==> src/rtl/fifo_arb_pkg.sv <==
// Shared types and limits for the round-robin FIFO write-port arbiter.
package fifo_arb_pkg;

  typedef enum logic [0:0] {
    ARB_IDLE = 1'b0,
    ARB_OWN  = 1'b1
  } arb_state_t;

  localparam int NREQ_MAX = 16;

endpackage

==> src/rtl/rr_pick.sv <==
// Combinational round-robin picker: first set bit of mask scanning from start,
// wrapping modulo NREQ (which need not be a power of two).
module rr_pick #(
  parameter int NREQ = 4,
  parameter int IDW  = $clog2(NREQ)
) (
  input  logic [NREQ-1:0] mask,
  input  logic [IDW-1:0]  start,
  output logic            found,
  output logic [IDW-1:0]  idx
);

  logic [IDW-1:0] w_cand;
  logic           w_hit;

  // Scan from the farthest candidate back to start so the nearest hit wins.
  always_comb begin
    found  = 1'b0;
    idx    = {IDW{1'b0}};
    w_cand = {IDW{1'b0}};
    w_hit  = 1'b0;
    for (int k = NREQ - 1; k >= 0; k--) begin
      w_cand = IDW'((int'(start) + k) % NREQ);
      w_hit  = mask[w_cand];
      found  = found | w_hit;
      idx    = w_hit ? w_cand : idx;
    end
  end

endmodule

==> src/rtl/fifo_wr_arb.sv <==
// Round-robin arbiter sharing one FIFO write port among NREQ valid/ready producers,
// with bursts of up to QUANTUM beats per grant and {source id, payload} tagging.
module fifo_wr_arb
  import fifo_arb_pkg::*;
#(
  parameter  int NREQ    = 4,
  parameter  int DWIDTH  = 16,
  parameter  int QUANTUM = 4,
  localparam int IDW     = $clog2(NREQ)
) (
  input  logic                   clk,
  input  logic                   reset,
  input  logic [NREQ-1:0]        req_valid,
  input  logic [NREQ*DWIDTH-1:0] req_data,
  output logic [NREQ-1:0]        req_ready,
  input  logic                   fifo_full,
  output logic                   fifo_wr_en,
  output logic [IDW+DWIDTH-1:0]  fifo_din,
  output logic                   grant_valid,
  output logic [IDW-1:0]         grant_id
);

  localparam int CW = $clog2(QUANTUM + 1);

  arb_state_t     r_state;
  logic [IDW-1:0] r_owner;
  logic [IDW-1:0] r_rr_ptr;
  logic [CW-1:0]  r_cnt;

  logic           w_own;
  logic           w_owner_valid;
  logic           w_ready;
  logic           w_accept;
  logic           w_release;
  logic           w_found;
  logic [IDW-1:0] w_nxt_ptr;
  logic [IDW-1:0] w_start;
  logic [IDW-1:0] w_pick;

  assign w_own         = (r_state == ARB_OWN);
  assign w_owner_valid = req_valid[r_owner];
  assign w_ready       = w_own & ~fifo_full;
  assign w_accept      = w_ready & w_owner_valid;
  assign w_release     = w_own & (~w_owner_valid | (w_accept & (r_cnt == CW'(QUANTUM - 1))));
  assign w_nxt_ptr     = (r_owner == IDW'(NREQ - 1)) ? {IDW{1'b0}} : r_owner + IDW'(1);

  // While owning, the only pick that matters is the release re-pick, which
  // starts just past the owner so the owner ends up with lowest priority.
  assign w_start = w_own ? w_nxt_ptr : r_rr_ptr;

  rr_pick #(
    .NREQ (NREQ),
    .IDW  (IDW)
  ) u_pick (
    .mask  (req_valid),
    .start (w_start),
    .found (w_found),
    .idx   (w_pick)
  );

  assign req_ready   = w_ready ? (NREQ'(1'b1) << r_owner) : {NREQ{1'b0}};
  assign fifo_wr_en  = w_accept;
  assign fifo_din    = {r_owner, req_data[r_owner*DWIDTH +: DWIDTH]};
  assign grant_valid = w_own;
  assign grant_id    = r_owner;

  // Arbitration state, owner, rotation pointer and burst beat counter.
  always_ff @(posedge clk or posedge reset) begin
    if (reset) begin
      r_state  <= ARB_IDLE;
      r_owner  <= {IDW{1'b0}};
      r_rr_ptr <= {IDW{1'b0}};
      r_cnt    <= {CW{1'b0}};
    end else begin
      case (r_state)
        ARB_IDLE: begin
          if (w_found) begin
            r_state <= ARB_OWN;
            r_owner <= w_pick;
            r_cnt   <= {CW{1'b0}};
          end else begin
            r_state <= ARB_IDLE;
          end
        end
        ARB_OWN: begin
          if (w_release) begin
            r_rr_ptr <= w_nxt_ptr;
            r_cnt    <= {CW{1'b0}};
            if (w_found) begin
              r_owner <= w_pick;
            end else begin
              r_state <= ARB_IDLE;
            end
          end else if (w_accept) begin
            r_cnt <= r_cnt + CW'(1);
          end else begin
            r_cnt <= r_cnt;
          end
        end
        default: begin
          r_state <= ARB_IDLE;
        end
      endcase
    end
  end

endmodule

==> config.mk <==
export PLATFORM = sky130hd
export DESIGN_NAME = fifo_wr_arb
export DESIGN_NICKNAME = d
export VERILOG_FILES = /design/src/rtl/fifo_arb_pkg.sv /design/src/rtl/rr_pick.sv /design/src/rtl/fifo_wr_arb.sv
export SDC_FILE = /design/constraint.sdc
export NUM_CORES = 1
export LEC_CHECK = 0
export CORE_UTILIZATION = 33
export DETAILED_ROUTE_END_ITERATION = 10
export PLACE_DENSITY = 0.87
export SYNTH_ARGS = -nofsm -noshare
export SYNTH_HDL_FRONTEND = slang
export SYNTH_SLANG_ARGS = --single-unit
==> constraint.sdc <==
create_clock -name clk -period 3.4 [get_ports clk]
set_input_delay 0.68 -clock clk [delete_from_list [all_inputs] [get_ports clk]]
set_output_delay 0.68 -clock clk [all_outputs]
set_load 0.01 [all_outputs]
==> results.cfg, run 1 <==
[cts]
post_cts.repair.setup_buffers = 0
cts-root-buf = clkbuf_4
h-tree-depth = 1
clk_pin_slew_ns = 0.05
cts_inserted_buffers = 3
ctsHoldBuffers = 0
cts_tree = yes
clock_path_buffers = 2
clock_sinks = 8
cts_resized = 0
insertion_delay_ns = 0.26

[synthesis]
ys_top_cells_by_area = mux4_2, dfrtp_1, mux4_1
synth_cell_types = 29
ys_ff_latch = 8
synth_seq_area_share_pct = 19.5
synthCells = 85
syn_nets = 162
yosysMostFrequentCell = mux4_2
async_flop_share_pct = 100
synth_top_area_share_pct = 26.3
avgSynthCellArea_sq_um = 12.1
ys_top_cells_by_count = mux4_2, dfrtp_1, nand2_1
synthFlopType = dfrtp_1
syn_area_sq_um = 1030
synth_edf_count = 0
ys_warn_count = 0
synth_area_leader_cell = mux4_2

[critical_path]
crit_path_end_kind = output pin
worstRegToRegCells = 7
rr_startpoint = grant_id[1]
cp.arrival_ns = 2.45
start_kind = primary input
critPathKind = in2out
regToRegEndpoint = grant_id[0]
crit_required_ns = 2.72
regToRegSetupSlack_ns = 1.42
cp_max_fo = 6

[timing]
relSlewSlack_pct = 71.2
timing.hold.ws_ns = 0.503
skew_ns = 0.0114
setup_violations = 0
fin_crit_sh_pct = 92.1
fin_tns_setup_ns = 0
grt_setup_unrepaired = false
finalCriticalPeriod_ns = 3.13
final.setup.worst_slack_ns = 0.269
hold_viol = 0
maxSlewViolCount = 0
clock.fmax_ghz = 0.319
worst_pin_slew_ns = 0.428

[routing]
wl_per_cell_um = 20.1
drc_errors = 10
via_per_inst = 5.57
ant_nets = 0
vias = 1169
routed_wirelength_mm = 4.22
dr.pass1.iters = 7
first_iter_violations = 96

[power_and_ir_drop]
pwr-share-comb_pct = 80.2
swShare_pct = 37.8
pwr-share-clk_pct = 5.9
power_density_nw_per_um2 = 611
seqPwrFrac_pct = 13.9
power.switching_w = 0.000469
p_leak_nw = 0.792
ir_drop_v = 0.000429
p_int_w = 0.000773

[die]
die_w_um = 57.8
die_area_sq_um = 3340
num_rows = 19
die_height_um = 57.8
io_pins = 97
start_util_pct = 36.0
core_sq_um = 2850

[global_route]
grt_first_pass_wirelength_mm = 6.24
gr-total-overflow = 0
antenna_found_initial = 0
grt_max_degree = 23
grt_usage_pct = 25.0
grt_pass1_vias = 1186

[outcome]
status = finished with violations
violations = DRC

[worst_hold_path]
min_to = r_cnt[1]
min_from = r_cnt[1]
min_path_type = reg2reg
holdPathStages = 2

[final_layout]
drive_gt1_share_pct = 12.8
multiInputGateArea_sq_um = 764
seqCellArea_sq_um = 200
syn2layout_area_growth_pct = 97.9
fin_nets = 258
n_antenna_cell = 0
nFillCells = 208
instances_no_fill = 210

[place]
gp_congestion = 0.828
placed_cells = 207
dp_hpwl_mm = 3.54
portBuffers = 96
pre_cts_slack_ns = 0.294

[flow_run]
max_cap_violations = 0
worst max-delay path, stage by stage:
cell             delay, ns
clkdlybuf4s50_1       0.51
mux4_2                0.59
and2_1                0.19
clkdlybuf4s50_1       0.47
through the flow:
| step | utilization [%] | instance area [sq um] | power [W] |
|---|---|---|---|
| 2_1_floorplan | - | 1030 | 0.000725 |
| 3_3_place_gp | 70.5 | 2010 | 0.00114 |
| 3_5_place_dp | 70.5 | 2010 | 0.00117 |
| 4_1_cts | 71.3 | 2030 | 0.00125 |
| 5_1_grt | 71.3 | 2030 | 0.00132 |
| 6_report | 71.3 | 2030 | 0.00124 |
registers in the layout (all words and copies together) (netlist names):
signal / cells
r_cnt: 3
r_rr_ptr: 2
grant_valid: 1
grant_id: 2
final cells by class:
cell class,count,share of cell area [%]
repair buffers,98,48.6
multi-input cells,65,37.6
flip-flops and latches,8,9.85
well taps,31,1.91
clock buffers,3,1.11
inverters,5,0.923
power by group through the flow:
| stage | Combinational, W | Clock (W) | Sequential [W] |
|---|---|---|---|
| 3_3_place_gp | 0.000966 | 0 | 0.000171 |
| 4_1_cts | 0.000999 | 0.0000761 | 0.000173 |
| 6_report | 0.000997 | 0.0000730 | 0.000173 |
| 5_1_grt | 0.00106 | 0.0000794 | 0.000179 |
| 2_1_floorplan | 0.000559 | 0 | 0.000165 |
| 3_5_place_dp | 0.000994 | 0 | 0.000174 |
worst max-delay path by stage:
| stage | start | endpoint | slack, ns | depth (start not counted) |
|---|---|---|---|---|
| 2_1_floorplan | grant_id[0] | fifo_din[0] | 1.12 | 3 |
| 3_3_place_gp | req_valid[1] | fifo_wr_en | 0.33 | 4 |
| 3_5_place_dp | req_valid[3] | fifo_wr_en | 0.29 | 4 |
| 4_1_cts | req_valid[3] | fifo_wr_en | 0.28 | 4 |
| 5_1_grt | req_valid[1] | fifo_wr_en | 0.23 | 4 |
| 6_report | req_valid[3] | fifo_wr_en | 0.27 | 4 |
kinds of logic (layout without fill, tap and decap cells):
kind of cell	Yosys count	count (layout)	synth area share, %
and+or+nand+nor	28	28	15.0
AOI/OAI and AO/OA	10	10	8.77
buffers and inverters	12	106	6.09
DFF	8	8	19.5
adders and majority gates	6	6	7.31
muxes	21	21	43.4
metal layers:
metal	wire [um]	track usage, %	vias up	part of all wire (%)
met5	0	0	-	0
met1	1490	29.2	571	35
met3	420	5.80	8	10
met2	2240	46.5	61	53
met4	63	5.78	0	1.5
li1	-	-	529	-
cell usage in the layout (no fill, tap or decap):
cell type and count:
clkdlybuf4s50_1 96, nand2_1 8, nor2b_1 1, or3b_2 1, buf_4 1, a22o_1 1, and2_1 6, a31o_4 1
ha_1 6, clkbuf_4 3, buf_12 1, o2bb2ai_1 1, o21ai_0 1, mux4_2 12, o211ai_1 2, dfrtp_1 8
nand3b_1 2, mux2i_1 1, nor2_1 2, nand2b_1 3, mux4_1 5, inv_1 5, nand4_1 3, o31ai_1 2
a22oi_1 1, mux2_2 3, nor4_1 1, nand3_1 1, o31ai_2 1
No activity file was read; power rests on OpenSTA's default activity.
==> run 2, diff against run 1 <==
- ABC_CLOCK_PERIOD_IN_PS: default -> 3400
- CAP_MARGIN: default -> 5
==> results of run 2 <==
No change in the layout: final DEF, timing and power equal those of run 1.
